===== src/rtl/encrypt_pipe_pkg.sv =====
`default_nettype none
// ============================================================================
// encrypt_pipe_pkg : shared constants, types and rotation helper of the
//                    shift-cipher back end.
// Revision         : 1.0
// ============================================================================
package encrypt_pipe_pkg;

  localparam int         ALPHA_LEN        = 26;
  localparam logic [7:0] ASCII_UPPER_BASE = 8'd65;
  localparam logic [7:0] ASCII_LOWER_BASE = 8'd97;
  localparam logic [7:0] ASCII_ERR        = 8'h3F;

  typedef logic [25:0] onehot_t;
  typedef logic [4:0]  alpha_idx_t;

  // Forward rotation; amt must be 0..25. An amt of 0 shifts the wrapped part fully out.
  function automatic onehot_t rotate_fwd(input onehot_t vec, input alpha_idx_t amt);
    return (vec << amt) | (vec >> (5'(ALPHA_LEN) - amt));
  endfunction

endpackage
`default_nettype wire


===== src/rtl/encrypt_pipe_shift_rot_dec_enc.sv =====
`default_nettype none
// ============================================================================
// onehot26_encoder : combinational 26-bit one-hot to index encoder with an
//                    exactly-one-bit-set valid flag.
// Revision         : 1.0
// ============================================================================
module onehot26_encoder
  import encrypt_pipe_pkg::*;
(
  input  onehot_t    i_onehot,
  output alpha_idx_t o_idx,
  output logic       o_valid
);

  always_comb begin
    o_idx = '0;
    for (int i = 0; i < ALPHA_LEN; i++) begin
      if (i_onehot[i]) begin
        o_idx = o_idx | alpha_idx_t'(i);
      end
    end
  end

  // Clearing the lowest set bit leaves zero only for a single-bit vector.
  assign o_valid = (i_onehot != '0) && ((i_onehot & (i_onehot - 26'd1)) == '0);

endmodule
`default_nettype wire


===== src/rtl/encrypt_pipe_shift_rot_dec.sv =====
`default_nettype none
// ============================================================================
// encrypt_pipe_shift_rot_dec : two-stage rotate/decode back end of the shift
//                              cipher with a per-stream key schedule.
// Revision                   : 1.0
// ============================================================================
module encrypt_pipe_shift_rot_dec
  import encrypt_pipe_pkg::*;
(
  input  logic        clk,
  input  logic        rst,
  input  logic        en_in,
  input  logic        is_alpha_upper_case_in,
  input  logic        is_alpha_low_case_in,
  input  logic [31:0] extended_shift_data_in,
  input  logic        shift_en,
  input  logic [3:0]  shift_amt,
  input  logic [2:0]  rot_freq,
  input  logic        mode,
  input  logic        clr,
  output logic        en_out,
  output logic [7:0]  dout,
  output logic        err_out,
  output logic [4:0]  key_offset_out
);

  localparam logic [5:0] c_alpha_len = 6'(ALPHA_LEN);
  localparam logic [4:0] c_last_idx  = 5'(ALPHA_LEN - 1);

  logic       w_is_letter;
  logic [5:0] w_sum;
  logic [5:0] w_sum_wrap;
  alpha_idx_t w_shift;
  alpha_idx_t w_rot_amt;
  onehot_t    w_rotated;
  logic       w_unused_bits;

  logic [2:0] r_char_cnt;
  alpha_idx_t r_offset;

  logic       r_a_en;
  logic       r_a_letter;
  logic       r_a_upper;
  logic [7:0] r_a_byte;
  onehot_t    r_a_vec;

  alpha_idx_t w_idx;
  logic       w_valid;
  logic [7:0] w_dout;
  logic       w_err;

  assign w_is_letter = en_in & shift_en & (is_alpha_upper_case_in ^ is_alpha_low_case_in);

  // Sum peaks at 15 + 25 = 40, so one conditional subtract reduces it mod 26.
  assign w_sum      = {2'b00, shift_amt} + {1'b0, r_offset};
  assign w_sum_wrap = (w_sum >= c_alpha_len) ? (w_sum - c_alpha_len) : w_sum;
  assign w_shift    = w_sum_wrap[4:0];
  assign w_rot_amt  = mode ? w_shift
                           : ((w_shift == '0) ? '0 : (c_alpha_len[4:0] - w_shift));
  assign w_rotated  = rotate_fwd(extended_shift_data_in[25:0], w_rot_amt);

  assign w_unused_bits = ^extended_shift_data_in[31:26];

  always_ff @(posedge clk or negedge rst) begin
    if (!rst) begin
      r_char_cnt <= '0;
      r_offset   <= '0;
    end else if (clr) begin
      r_char_cnt <= '0;
      r_offset   <= '0;
    end else if (w_is_letter && (rot_freq != 3'd0)) begin
      // >= keeps the schedule stepping if rot_freq shrinks below the current count.
      if (r_char_cnt >= (rot_freq - 3'd1)) begin
        r_char_cnt <= '0;
        r_offset   <= (r_offset == c_last_idx) ? '0 : (r_offset + 5'd1);
      end else begin
        r_char_cnt <= r_char_cnt + 3'd1;
      end
    end
  end

  assign key_offset_out = r_offset;

  always_ff @(posedge clk or negedge rst) begin
    if (!rst) begin
      r_a_en     <= 1'b0;
      r_a_letter <= 1'b0;
      r_a_upper  <= 1'b0;
      r_a_byte   <= '0;
      r_a_vec    <= '0;
    end else begin
      r_a_en     <= en_in;
      r_a_letter <= w_is_letter;
      r_a_upper  <= is_alpha_upper_case_in;
      r_a_byte   <= en_in ? extended_shift_data_in[7:0] : 8'h00;
      r_a_vec    <= w_is_letter ? w_rotated : '0;
    end
  end

  onehot26_encoder u_enc (
    .i_onehot (r_a_vec),
    .o_idx    (w_idx),
    .o_valid  (w_valid)
  );

  always_comb begin
    w_dout = 8'h00;
    w_err  = 1'b0;
    if (r_a_en) begin
      if (!r_a_letter) begin
        w_dout = r_a_byte;
      end else if (!w_valid) begin
        w_dout = ASCII_ERR;
        w_err  = 1'b1;
      end else begin
        w_dout = (r_a_upper ? ASCII_UPPER_BASE : ASCII_LOWER_BASE) + {3'b000, w_idx};
      end
    end
  end

  always_ff @(posedge clk or negedge rst) begin
    if (!rst) begin
      en_out  <= 1'b0;
      dout    <= 8'h00;
      err_out <= 1'b0;
    end else begin
      en_out  <= r_a_en;
      dout    <= w_dout;
      err_out <= w_err;
    end
  end

endmodule
`default_nettype wire


===== config.mk =====
export PLATFORM = sky130hd
export DESIGN_NAME = encrypt_pipe_shift_rot_dec
export DESIGN_NICKNAME = d
export VERILOG_FILES = /design/src/rtl/encrypt_pipe_pkg.sv /design/src/rtl/encrypt_pipe_shift_rot_dec_enc.sv /design/src/rtl/encrypt_pipe_shift_rot_dec.sv
export SDC_FILE = /design/constraint.sdc
export NUM_CORES = 1
export LEC_CHECK = 0
export ABC_AREA = 0
export BUFFER_PORTS_ARGS = -buffer_cell sky130_fd_sc_hd__buf_2
export CAP_MARGIN = 15
export CORE_ASPECT_RATIO = 1.75
export CORE_MARGIN = 2
export CORE_UTILIZATION = 50
export CTS_CLUSTER_SIZE = 10
export DETAILED_ROUTE_END_ITERATION = 16
export GPL_TIMING_DRIVEN = 0
export PLACE_DENSITY_LB_ADDON = 0.25
export SLEW_MARGIN = 10
export SYNTH_ARGS = -nofsm -noshare
export SYNTH_HDL_FRONTEND = slang
export SYNTH_SLANG_ARGS = --single-unit

===== constraint.sdc =====
create_clock -name clk -period 4.8 [get_ports clk]
set_clock_uncertainty 0.05 [all_clocks]
set_input_delay 0.96 -clock clk [delete_from_list [all_inputs] [get_ports clk]]
set_output_delay 0.96 -clock clk [all_outputs]
set_load 0.01 [all_outputs]

# Word level (Yosys, flattened, before mapping)
# Cells that the tools add are included.
# totals
in_bits	47
register_bits	55
out_inout_bits	15
elab_cells	94
# op_classes
bitwise	5
n_reduce_logical	9
addsub	9
muxes	56
eq_ne	1
magnitude_cmp	2
shifts	2
# ops
operator	n
2-to-1 mux 5 bit	20
2-to-1 mux 8 bit	7
2-to-1 mux 4 bit	8
2-to-1 mux 3 bit	10
bitwise AND 26 bit	1
zero test 26 bit	1
2-to-1 mux 26 bit	1
OR 26 bit	1
nonzero test 26 bit	1
left shift 26 x 5 -> 26 bit	1
>> shifter 26 x 5 -> 26 bit	1
subtractor 26 x 1 -> 26 bit (second input constant)	1
subtractor 5 bit (first input constant)	2
adder 7 x 5 -> 8 bit	1
2-to-1 mux 1 bit	7
adder 4 x 5 -> 6 bit	1
>= comparator 6 x 5 -> 1 bit (second input constant)	1
2-to-1 mux 6 bit	1
adder 5 x 1 -> 5 bit (second input constant)	1
equality test 5 bit (second input constant)	1
zero test 5 bit	1
subtractor 5 bit (second input constant)	1
2-to-1 mux 2 bit	2
nonzero test 2 bit	2
8 further kinds	10

# Logic depth before layout (Yosys ltp)
# logic_depth
word_depth	32
depth_mapped	24
mapped_depth_nobuf	20

# By module
# A second synthesis with hierarchy kept.
# unflattened
cells_unflattened	683
hier_area_um2	5684.2
# modules_own_cells
mod	seq_area_each_um2	cells_per_inst	area_per_inst_um2	n_inst
encrypt_pipe_shift_rot_dec	1376.3	621	5266.3	1
onehot26_encoder	0.0	62	417.9	1

# Worst setup path before layout
# No wires, ideal clock.
# synth_path
path_type	input to register
startpoint	input port shift_amt[0]
endpoint	register r_a_vec[20]
path_buffers	5
cell_stages	23
setup_time_ns	0.124
setup_slack_ns	-0.976
t_arrival_ns	5.602
required_ns	4.626
cell_sequence	ha_1 fa_1 and3b_1 o221a_2 o41a_1 a31oi_4 ha_1 nor2_1 o21ai_1 and2_1 buf_4 inv_2 buf_2 buf_2 ha_1 clkbuf_1 clkbuf_1 nand3_1 nand2_1 nor2_1 a31oi_1 nor2_1 o31a_1
# synth_between
elab_chain_cells	10
word_cells_on_any_way	13
classes_between	4 x add/sub; 1 x order compare; 2 x shift; 4 x mux; 1 x bitwise; 1 x reduce/logical
# synth_lines
element	line_no	text
start: declaration	encrypt_pipe_shift_rot_dec.sv:17	input logic [3:0] shift_amt,
adder 4 x 5 -> 6 bit (*)	encrypt_pipe_shift_rot_dec.sv:55	assign w_sum = {2'b00, shift_amt} + {1'b0, r_offset};
subtractor 5 bit / >= comparator 6 x 5 -> 1 bit (equally long branches)	encrypt_pipe_shift_rot_dec.sv:56	assign w_sum_wrap = (w_sum >= c_alpha_len) ? (w_sum - c_alpha_len) : w_sum;
2-to-1 mux 5 bit (*)	encrypt_pipe_shift_rot_dec.sv:56	
subtractor 5 bit / zero test 5 bit (equally long branches)	encrypt_pipe_shift_rot_dec.sv:59	: ((w_shift == '0) ? '0 : (c_alpha_len[4:0] - w_shift));
2-to-1 mux 5 bit	encrypt_pipe_shift_rot_dec.sv:59	
2-to-1 mux 5 bit (*)	encrypt_pipe_shift_rot_dec.sv:58	assign w_rot_amt = mode ? w_shift
subtractor 5 bit	encrypt_pipe_pkg.sv:19	return (vec << amt) | (vec >> (5'(ALPHA_LEN) - amt));
>> shifter 26 x 5 -> 26 bit	encrypt_pipe_pkg.sv:19	
OR 26 bit (*)	encrypt_pipe_pkg.sv:19	
2-to-1 mux 26 bit (*)	encrypt_pipe_shift_rot_dec.sv:96	r_a_vec <= w_is_letter ? w_rotated : '0;
end signal: assignment	encrypt_pipe_shift_rot_dec.sv:96	
end: declaration	encrypt_pipe_shift_rot_dec.sv:45	onehot_t r_a_vec;
# Mark *: on every way between the ends. The rest lies on a longest branch, timed or not.
# A chain may end at the register's enable or synchronous reset.

# Worst setup path in the final report
# layout_path
startpoint	input port shift_amt[0]
endpoint	register r_a_vec[15]
# Same word-level chain as after synthesis.

==> results by group <==
Routing
  • Total DRC errors in the routed layout: 0
  • Via count: about 6600
  • Number of violations reported at the end of detailed-routing iteration 0: approximately 520
  • Avg Vias per Cell: between 6 and 7
  • Length of the first detailed-routing pass in iterations: 5
  • Antenna-violating nets left: 0
  • Average wire length per cell after detail routing: about 23 um
  • Sum of routed wire length over all layers: between 20 and 25 mm

Place
  • Placed instance count: around 950
  • Final weighted congestion of routability-driven global placement: roughly 1.0
  • Post-placement setup slack: -1.21 ns
  • Placed wire-length estimate: ~18 mm
  • Number of port buffers: 55
  • Total cell area at the placement stage: around 6600 um^2

Hold path
  • Worst Hold Launch: r_a_en
  • End of the worst hold path: en_out
  • Hold Path Depth: 0
  • Worst hold path type: register to register

Critical path
  • Gate family responsible for the most delay along the worst path: compound AO/OA/AOI/OAI gates
  • Startpoint of the worst register-to-register path: key_offset_out[0]
  • Worst R2R Setup Slack: around 0.21 ns
  • Number of cells on the worst reg-to-reg path: 16
  • Cell at the slowest stage of the critical path: sky130_fd_sc_hd__fa_2
  • Maximum net fanout on the critical path: 10
  • WS Path Type: input port to register
  • Cell-by-cell listing of the critical path: buf_6, ha_4, fa_2, and3b_2, o221a_4, o41a_1, a31oi_4, ha_4, nor2_1, mux2i_1, and3_4, o2bb2ai_4, clkbuf_4, mux2_2, o21ai_0, mux2i_1, o22ai_1
  • Crit. End Element: register
  • Category of the worst setup path launch point: input port
  • CP arrival: about 5.0 ns
  • Sum of buffers and inverters on the critical path: 2
  • Endpoint required time on the critical path: 4.95 ns
  • Crit-path max cell delay: roughly 0.40 ns
  • Capture point of the worst reg-to-reg path: r_a_vec[15]

Global routing
  • GRT Total Usage: a little over a third
  • Via count of the first global-routing pass: around 6600
  • Overflow left after global routing: 0
  • Antenna violations before repair: 0
  • First-pass GRT wire length: approximately 35 mm
  • Pin count of the biggest net entering global routing: 56

Clock tree
  • TritonCTS clock tree: done
  • CTS buffer count: 5
  • Number of H-tree branching levels: 2
  • Cell at the root of the clock tree: sky130_fd_sc_hd__clkbuf_16
  • Number of buffers on the longest clock path: 2
  • Hold-fix buffers, CTS: 0
  • Clock latency reported for the late side of the worst-skew pair: 0.28 ns
  • Register clock-pin slew on the reported worst setup and hold paths: around 0.070 ns
  • Total clock sinks: 55

Timing
  • Count of final max-slew check failures: 0
  • Final setup violation count: 2
  • Minimum setup slack in the final design: -0.0224 ns
  • Post-layout min period: 4.82 ns
  • Post-Route Setup TNS: -0.0264 ns
  • Worst Max-Slew Pin Slew: around 0.73 ns
  • Worst slew margin: 50.7%
  • Highest clock rate: roughly 210 MHz
  • Final number of hold-violating endpoints: 0
  • Fin crit share: 100%

Synthesis
  • Post-Synth Adder-Cell Area: under 10%
  • Netlist cell types: 89
  • Mean instance size in the synthesized netlist: between 7 and 8 um^2
  • Main combinational cell family by area after synthesis: compound AO/OA/AOI/OAI gates
  • Number of flops mapped to enable cells by yosys: 0
  • Share of synthesized cell area in and, or, nand and nor gates: a little over a quarter
  • Number of nets produced by synthesis: about 830
  • Mux share of post-synthesis cell area: roughly an eighth
  • Portion of the post-synthesis area used by sequential elements: a little under a quarter
  • Most used flip-flop cell after synthesis: sky130_fd_sc_hd__dfrtp_1
  • Count of mapped cells out of synthesis: around 760
  • Synthesis Warnings: 0
  • Post-synth ARST share: 100%
  • Xor/xnor share of the synthesized area: ~2.2%
  • Number of storage elements in the synthesis netlist: 55
  • Fraction of the mapped netlist area in compound gates: about a quarter
  • Netlist area before placement: 5960 um^2

Layout
  • Final cell count without fillers: 999
  • Fraction of layout cells with a size suffix above 1: 27.0%
  • Nets: between 900 and 1000
  • Design Area, Final: approximately 7400 um^2
  • Area overhead of the layout relative to synthesis: 24.3%
  • Layout filler cell count: roughly 1100
  • Total inserted antenna cells: 0

Die
  • Area of the die: approximately 13000 um^2
  • FP Rows: 52
  • # IOs: 62
  • Die outline height: 148 um
  • Initial core utilization: approximately 50%
  • DIE WIDTH: 86.5 um
  • Core Area: roughly 12000 um^2

Outcome
  • Violated checks: setup timing
  • Run status: complete, but fails checks

Flow run
  • Max-capacitance violation count: 0
-- timing repair --
action	in CTS	in global routing
gates resized for setup	49	36
setup buffers	23	17
endpoints found under the hold margin	0	0
cloned	1	0
pin swaps	21	16
endpoints found under the setup margin	26	26
-- layout by cell type, fill, tap and decap left out, types with 6 or more instances in the layout --
cell	netlist	final
sky130_fd_sc_hd__a211o_1	7	6
sky130_fd_sc_hd__a211oi_1	11	10
sky130_fd_sc_hd__a21oi_1	47	42
sky130_fd_sc_hd__a31oi_1	13	7
sky130_fd_sc_hd__and2_1	20	19
sky130_fd_sc_hd__buf_2	14	61
sky130_fd_sc_hd__buf_4	4	44
sky130_fd_sc_hd__buf_6	3	8
sky130_fd_sc_hd__clkbuf_1	28	16
sky130_fd_sc_hd__dfrtp_1	55	55
sky130_fd_sc_hd__ha_1	16	9
sky130_fd_sc_hd__ha_4	0	6
sky130_fd_sc_hd__inv_1	22	19
sky130_fd_sc_hd__mux2_2	10	10
sky130_fd_sc_hd__mux2i_1	42	40
sky130_fd_sc_hd__mux4_2	8	8
sky130_fd_sc_hd__nand2_1	99	97
sky130_fd_sc_hd__nand2b_1	7	7
sky130_fd_sc_hd__nand3_1	40	40
sky130_fd_sc_hd__nand4_1	6	6
sky130_fd_sc_hd__nor2_1	69	67
sky130_fd_sc_hd__nor2b_1	9	8
sky130_fd_sc_hd__nor3_1	21	18
sky130_fd_sc_hd__nor4_1	11	10
sky130_fd_sc_hd__o211a_1	6	6
sky130_fd_sc_hd__o211ai_1	8	8
sky130_fd_sc_hd__o21a_1	6	6
sky130_fd_sc_hd__o21ai_0	39	37
sky130_fd_sc_hd__o22ai_1	8	6
sky130_fd_sc_hd__or3_1	10	10
-- cell type report --
| cell class | count | area (um^2) | area share [%] |
|---|---|---|---|
| multi-input combinational | 633 | 4680 | 63.3 |
| clock buffer | 5 | 125 | 1.69 |
| timing repair buffer | 96 | 596 | 8.04 |
| sequential | 55 | 1380 | 18.6 |
| clock inverter | 3 | 33.8 | 0.456 |
| buffer | 48 | 308 | 4.16 |
| tap | 135 | 169 | 2.28 |
| inverter | 24 | 111 | 1.50 |
-- layer usage --
metal / vias up / global-route usage, % / routed length, um
met4: 0 / 25.1 / 1970
li1: 3038 / - / -
met3: 129 / 3.16 / 1100
met5: - / 0 / 0
met2: 324 / 61.8 / 11500
met1: 3104 / 38.5 / 8330
-- cell families (layout without fill, tap and decap cells) --
kind of cell,after synthesis,in the layout
simple gates,324,324
compound gates,216,216
buf+inv,76,176
mux,61,61
flops,55,55
fa+ha+maj,20,20
xor+xnor,12,12
-- state kept, by name, indices dropped and copies added (netlist names) --
| signal | flops |
|---|---|
| dout | 8 |
| en_out | 1 |
| err_out | 1 |
| key_offset_out | 5 |
| r_a_byte | 8 |
| r_a_en | 1 |
| r_a_letter | 1 |
| r_a_upper | 1 |
| r_a_vec | 26 |
| r_char_cnt | 3 |
-- Yosys cell counts, types with 5 or more instances --
| cell | number | share of area [%] |
|---|---|---|
| sky130_fd_sc_hd__and3_1 | 7 | 0.74 |
| sky130_fd_sc_hd__o31ai_1 | 5 | 0.63 |
| sky130_fd_sc_hd__nand4_1 | 6 | 0.63 |
| sky130_fd_sc_hd__ha_1 | 16 | 3.4 |
| sky130_fd_sc_hd__nor2_1 | 69 | 4.3 |
| sky130_fd_sc_hd__buf_2 | 14 | 1.2 |
| sky130_fd_sc_hd__and2_1 | 20 | 2.1 |
| sky130_fd_sc_hd__or3_1 | 10 | 1.1 |
| sky130_fd_sc_hd__a211oi_1 | 11 | 1.4 |
| sky130_fd_sc_hd__nand3_1 | 40 | 3.4 |
| sky130_fd_sc_hd__nand2b_1 | 7 | 0.74 |
| sky130_fd_sc_hd__a31oi_1 | 13 | 1.4 |
| sky130_fd_sc_hd__nor4_1 | 11 | 1.2 |
| sky130_fd_sc_hd__a21oi_1 | 47 | 3.9 |
| sky130_fd_sc_hd__o22ai_1 | 8 | 0.84 |
| sky130_fd_sc_hd__dfrtp_1 | 55 | 23 |
| sky130_fd_sc_hd__inv_1 | 22 | 1.4 |
| sky130_fd_sc_hd__clkbuf_1 | 28 | 1.8 |
| sky130_fd_sc_hd__xnor2_1 | 6 | 0.88 |
| sky130_fd_sc_hd__nand2_1 | 99 | 6.2 |
| sky130_fd_sc_hd__mux2i_1 | 42 | 7.1 |
| sky130_fd_sc_hd__o21ai_0 | 39 | 3.3 |
| sky130_fd_sc_hd__nor2b_1 | 9 | 0.95 |
| sky130_fd_sc_hd__mux4_2 | 8 | 3.0 |
| sky130_fd_sc_hd__mux2_2 | 10 | 1.9 |
| sky130_fd_sc_hd__nor3_1 | 21 | 1.8 |
| sky130_fd_sc_hd__o211a_1 | 6 | 1.0 |
| sky130_fd_sc_hd__o21a_1 | 6 | 0.76 |
| sky130_fd_sc_hd__a211o_1 | 7 | 1.0 |
| sky130_fd_sc_hd__o211ai_1 | 8 | 1.0 |
-- how the worst max path moves through the flow --
stage            startpoint     endpoint  slack, ns  depth (start not counted)
6_report       shift_amt[0]  r_a_vec[15]      -0.02                         17
2_1_floorplan  shift_amt[0]   r_a_vec[5]      -0.21                         22
5_1_grt        shift_amt[0]  r_a_vec[19]      -0.03                         19
3_5_place_dp   shift_amt[0]  r_a_vec[25]      -1.21                         23
3_3_place_gp   shift_amt[0]  r_a_vec[25]      -1.14                         23
4_1_cts        shift_amt[0]   r_a_vec[3]      -0.07                         22
-- metrics by stage --
stage	util [%]	hold slack, ns
2_1_floorplan	-	0.302
3_3_place_gp	56.6	0.308
3_5_place_dp	56.6	0.315
4_1_cts	61.5	0.334
5_1_grt	63.9	0.342
6_report	63.9	0.330
Power is not shown: default switching activity piles up to over one toggle a cycle in this logic, so the estimate is an artifact.
